## src/rtl/pipeline_hazard_ctrl.sv

```systemverilog
`default_nettype none
// ============================================================================
// Module   : pipeline_hazard_ctrl
// Purpose  : Load-use stall and taken-branch flush control for ID/EX/MEM.
//            Optional statistics counters enabled by macro HAZARD_STATS_EN.
// Revision : 1.0 - initial release
// ============================================================================
module pipeline_hazard_ctrl #(
    parameter int LOAD_STALL_CYCLES = 1,
    parameter int CNT_W             = 16
) (
    input  logic             clk,
    input  logic             rst_n,
    input  logic             id_valid,
    input  logic [4:0]       id_rs,
    input  logic [4:0]       id_rt,
    input  logic             id_uses_rt,
    input  logic             ex_MemRead,
    input  logic [4:0]       ex_wb_dest,
    input  logic             mem_branch,
    input  logic             mem_zero,
    output logic             pc_write,
    output logic             ifid_write,
    output logic             ifid_flush,
    output logic             idex_flush,
    output logic             exmem_flush,
    output logic             stalled,
    output logic [CNT_W-1:0] stall_cnt,
    output logic [CNT_W-1:0] flush_cnt
);

    typedef enum logic [0:0] {
        RUN   = 1'b0,
        STALL = 1'b1
    } state_t;

    localparam logic [3:0] c_REM_INIT = 4'(LOAD_STALL_CYCLES - 1);

    state_t     state_q, state_d;
    logic [3:0] rem_q, rem_d;
    logic       w_hazard;
    logic       w_taken;

    // Register 0 is hard-wired, so a load targeting it can never create a dependency.
    assign w_hazard = id_valid & ex_MemRead & (ex_wb_dest != 5'd0) &
                      ((ex_wb_dest == id_rs) | (id_uses_rt & (ex_wb_dest == id_rt)));
    assign w_taken  = mem_branch & mem_zero;

    always_comb begin
        state_d     = state_q;
        rem_d       = rem_q;
        pc_write    = 1'b1;
        ifid_write  = 1'b1;
        ifid_flush  = 1'b0;
        idex_flush  = 1'b0;
        exmem_flush = 1'b0;
        stalled     = 1'b0;
        if (!rst_n) begin
            pc_write    = 1'b0;
            ifid_write  = 1'b0;
            ifid_flush  = 1'b1;
            idex_flush  = 1'b1;
            exmem_flush = 1'b1;
        end else if (w_taken) begin
            // A taken branch always wins and aborts any stall in progress.
            ifid_flush  = 1'b1;
            idex_flush  = 1'b1;
            exmem_flush = 1'b1;
            state_d     = RUN;
            rem_d       = 4'd0;
        end else begin
            case (state_q)
                RUN: begin
                    if (w_hazard) begin
                        pc_write   = 1'b0;
                        ifid_write = 1'b0;
                        idex_flush = 1'b1;
                        stalled    = 1'b1;
                        if (LOAD_STALL_CYCLES > 1) begin
                            state_d = STALL;
                            rem_d   = c_REM_INIT;
                        end
                    end
                end
                STALL: begin
                    pc_write   = 1'b0;
                    ifid_write = 1'b0;
                    idex_flush = 1'b1;
                    stalled    = 1'b1;
                    rem_d      = rem_q - 4'd1;
                    if (rem_q == 4'd1) begin
                        state_d = RUN;
                    end
                end
                default: begin
                    state_d = RUN;
                    rem_d   = 4'd0;
                end
            endcase
        end
    end

    always_ff @(posedge clk) begin
        if (!rst_n) begin
            state_q <= RUN;
            rem_q   <= 4'd0;
        end else begin
            state_q <= state_d;
            rem_q   <= rem_d;
        end
    end

`ifdef HAZARD_STATS_EN
    logic [CNT_W-1:0] stall_cnt_q;
    logic [CNT_W-1:0] flush_cnt_q;

    // Counters saturate at all-ones rather than wrapping.
    always_ff @(posedge clk) begin
        if (!rst_n) begin
            stall_cnt_q <= '0;
            flush_cnt_q <= '0;
        end else begin
            if (stalled && (stall_cnt_q != {CNT_W{1'b1}})) begin
                stall_cnt_q <= stall_cnt_q + 1'b1;
            end
            if (w_taken && (flush_cnt_q != {CNT_W{1'b1}})) begin
                flush_cnt_q <= flush_cnt_q + 1'b1;
            end
        end
    end

    assign stall_cnt = stall_cnt_q;
    assign flush_cnt = flush_cnt_q;
`else
    assign stall_cnt = '0;
    assign flush_cnt = '0;
`endif

endmodule
`default_nettype wire

```

## config.mk

```make
export PLATFORM = sky130hd
export DESIGN_NAME = pipeline_hazard_ctrl
export DESIGN_NICKNAME = d
export VERILOG_FILES = /design/src/rtl/pipeline_hazard_ctrl.sv
export SDC_FILE = /design/constraint.sdc
export NUM_CORES = 1
export LEC_CHECK = 0
export ABC_CLOCK_PERIOD_IN_PS = 1100
export BUFFER_PORTS_ARGS = -buffer_cell sky130_fd_sc_hd__buf_4
export CAP_MARGIN = 25
export CORE_MARGIN = 1
export CORE_UTILIZATION = 33
export DETAILED_ROUTE_END_ITERATION = 6
export PLACE_DENSITY = 0.8
export SLEW_MARGIN = 20
export SYNTH_ARGS = -nofsm -noshare
export SYNTH_HDL_FRONTEND = slang
export SYNTH_SLANG_ARGS = --single-unit
```

## constraint.sdc

```tcl
create_clock -name clk -period 1.1 [get_ports clk]
set_input_delay 0.11 -clock clk [delete_from_list [all_inputs] [get_ports clk]]
set_output_delay 0.11 -clock clk [all_outputs]
set_load 0.01 [all_outputs]
```

==> results <==
- The total wirelength of the detailed-routed design is 1.45 mm.
- The deepest level of the CTS H-tree is 1.
- The average vias per placed instance is 3.96.
- Setup repair after global routing could not meet its margin everywhere.
- The clock passes through at most 2 buffers.
- After clock tree synthesis, the clock-pin slew on the worst setup and hold paths is 50 ps.
- The startpoint type of the worst setup path is an input pin.
- The hold buffer count at CTS is 0.
- TritonCTS created 3 clock buffers.
- CTS placed an instance of clkbuf_4 at the clock tree root.
- The critical path start-end classification is in2out.
- The filler cell count is 170.
- The total placed cells including tap cells is 136.
- The part of the cycle the worst path needs is 135%.
- The arrival time of data at the critical path endpoint is 1370 ps.
- The TritonCTS clock tree is done.
- The count of different cell masters after synthesis is 21.
- The endpoint type of the worst setup path is an output port.
- During placement, the flow inserted port buffers numbering 27.
- The share of Yosys cell area claimed by the top area cell type is 38.9%.
- Summing over every cut layer, the via total after detailed routing is 563.
- The highest clock frequency the design can meet is 675 MHz.
- The smallest clock period supported by the final layout is computed as 1480 ps.
- The biggest fanout along the worst timing path is 2.
- After synthesis, flip-flops and latches occupy 15.2% of the total area.
- The largest net degree at the start of global routing is 9.
- The average wire per cell in the routed design is 10.2 µm.
- CTS saw 5 sinks.
- The cell type contributing the most total cell area after synthesis is buf_4.
- The number of optimization iterations in the first detailed-route pass is 4.
- The clock latency on the worst-skew pair is 250 ps.
- The repair_antennas step left the layout with diodes totalling 0.
- The checks that failed: setup timing.
- The die covers 0.00217 mm².
- Compared with the post-synthesis result, the final layout area differs by 39.4%.
- The initial antenna violation count is 0.
- Once detail routing completed, the nets flagged for antenna violations numbered 0.
- The via count of the first global-routing pass is 430.
- For this run, design rule violations remaining after detail routing come to 0.
- In this run the standard cell core region covers 0.00180 mm².
- Ranked by total cell area, the synthesized netlist is headed by buf_4 39%, dfxtp_1 15%, xor2_1 13%, nor2_1 4.6%, xnor2_1 4.0%.
- The number of placement rows is 15.
- The post-DP HPWL is 1.07 mm.
- Setup violations remaining at the end of the flow were counted as 4.
- Global routing used 12.3% of the available tracks across all layers.
- The post-route setup TNS is -1340 ps.
- The number of pins with negative max-slew slack in the final report is 0.
- The total overflow left after global routing is 0.
- The required time at the worst-slack endpoint is 990 ps.
- The most common library cell in the layout ignoring fill and taps is conb_1.
- The synthesized instance count is 84.
- The tightest min-delay check is of the in2reg type.
- A synthesized cell averages 7.82 µm².
- The number of warning messages in the yosys log is 0.
- The first global-routing pass estimated 1.86 mm of wire.
- From bottom edge to top edge, the die measures 46.6 µm.
- In the final design database the tool counted 142 nets.
- The count of routing violations after the opening detailed-route iteration is 5.
- The last weighted congestion value of the routability-driven placer is 0.685.
- The I/O pin count is 60.
- For this configuration, the core starts out at a cell density of 36.5%.
- The leakage dissipation is 0.445 nW.
- Of the cells placed in the final design, the portion with a size suffix greater than 1 is 39.3%.
- Max-cap violations in this run came to 0.
- Setup slack on the critical path of the routed design comes to -381 ps.
- The run finished, with violations left.
- Summing every instance area after synthesis gives 657 µm².
- The total count of hold-check failures in the final report is 0.
- The final instance count without filler cells is 142.
- The maximum VDD drop is 0.503 mV.
- The chip width is 46.6 µm.
- Across the routed clock network, the largest skew measured is 5.44 ps.
- The synthesized design contains 5 register bits.
- Dividing total power by cell area gives a power density of 706 mW/mm².
- Leaving out fill and tap cells, the most frequent cells in the layout are 32 x conb_1, 24 x buf_4, 8 x nor2_1, 8 x buf_6, 7 x xor2_1.
==> worst max-delay path, cell delays in order <==
cell and delay, ps:
buf_6 100, xor2_2 170, nor4_2 270, a32oi_1 170, o311a_1 420, buf_6 140
==> registers in the layout, indices dropped and copies added, names as in the netlist <==
name / flops
rem_q: 4
state_q: 1
==> logic make-up after synthesis <==
family	Yosys count	synth area share [%]
AO/OA/AOI/OAI	6	7.81
XOR/XNOR	13	17.3
adder cells (fa/ha/maj)	2	3.81
buffers and inverters	38	41.3
flip-flops	5	15.2
other	1	0.571
AND/OR/NAND/NOR	19	13.9
==> stage by stage <==
stage	utilization [%]	instance area [µm²]	power (mW)	hold slack, ps	worst slack, ps
global route	50.8	916	0.687	412	-441
CTS	48.1	867	0.632	340	-352
floorplan	-	773	0.378	344	-217
global placement	43.1	777	0.388	484	-335
finish	50.8	916	0.647	386	-381
detailed placement	43.1	777	0.391	491	-367
==> worst paths after layout <==
kind	start	depth (start not counted)	endpoint	slack, ps
setup / recovery	id_rt[3]	6	pc_write	-380
hold / removal	rst_n	4	state_q	390
setup reg to reg	rem_q[0]	5	rem_q[2]	90
hold reg to reg	rem_q[1]	2	rem_q[1]	510
==> synth_stat cells <==
| library cell | n |
|---|---|
| a211oi_1 | 1 |
| a32oi_1 | 1 |
| buf_2 | 1 |
| buf_4 | 34 |
| conb_1 | 1 |
| dfxtp_1 | 5 |
| ha_1 | 2 |
| inv_1 | 3 |
| nand2_1 | 6 |
| nand3_1 | 1 |
| nor2_1 | 8 |
| nor3_1 | 1 |
| nor4_2 | 1 |
| nor4b_1 | 1 |
| o211ai_2 | 1 |
| o21ai_0 | 1 |
| o311a_1 | 1 |
| o31ai_1 | 1 |
| or4_1 | 1 |
| xnor2_1 | 3 |
| xor2_1 | 10 |
==> what timing repair did <==
item	4_1_cts	5_1_grt
setup buffers	1	1
cloned	0	0
pin swaps	8	6
gates resized for setup	13	8
setup endpoints to repair	5	6
==> routing by layer <==
metal | GRT usage [%] | vias up | routed length (µm)
met3 | 5.10 | 0 | 82
met1 | 15.2 | 263 | 537
met2 | 19.4 | 33 | 830
li1 | - | 267 | -
met5 | 0 | - | 0
met4 | 3.43 | 0 | 0
==> area by class of cell <==
| type | instances | area, µm² | share of cell area [%] |
|---|---|---|---|
| flip-flops and latches | 5 | 101 | 11.1 |
| well taps | 25 | 31.3 | 3.42 |
| clock buffers | 4 | 26.3 | 2.87 |
| inverters | 3 | 11.3 | 1.23 |
| repair buffers | 33 | 285 | 31.1 |
| multi-input cells | 72 | 460 | 50.3 |
==> report_power, final <==
group          leakage, nW  total [mW]  internal (mW)            switching (mW)
combinational        0.390       0.247          0.116                     0.131
sequential          0.0408       0.182          0.182  0.0000000000000000000104
clock               0.0150       0.218          0.138                    0.0807
total                0.445       0.647          0.435                     0.212
No activity file was read; power rests on OpenSTA's default activity.
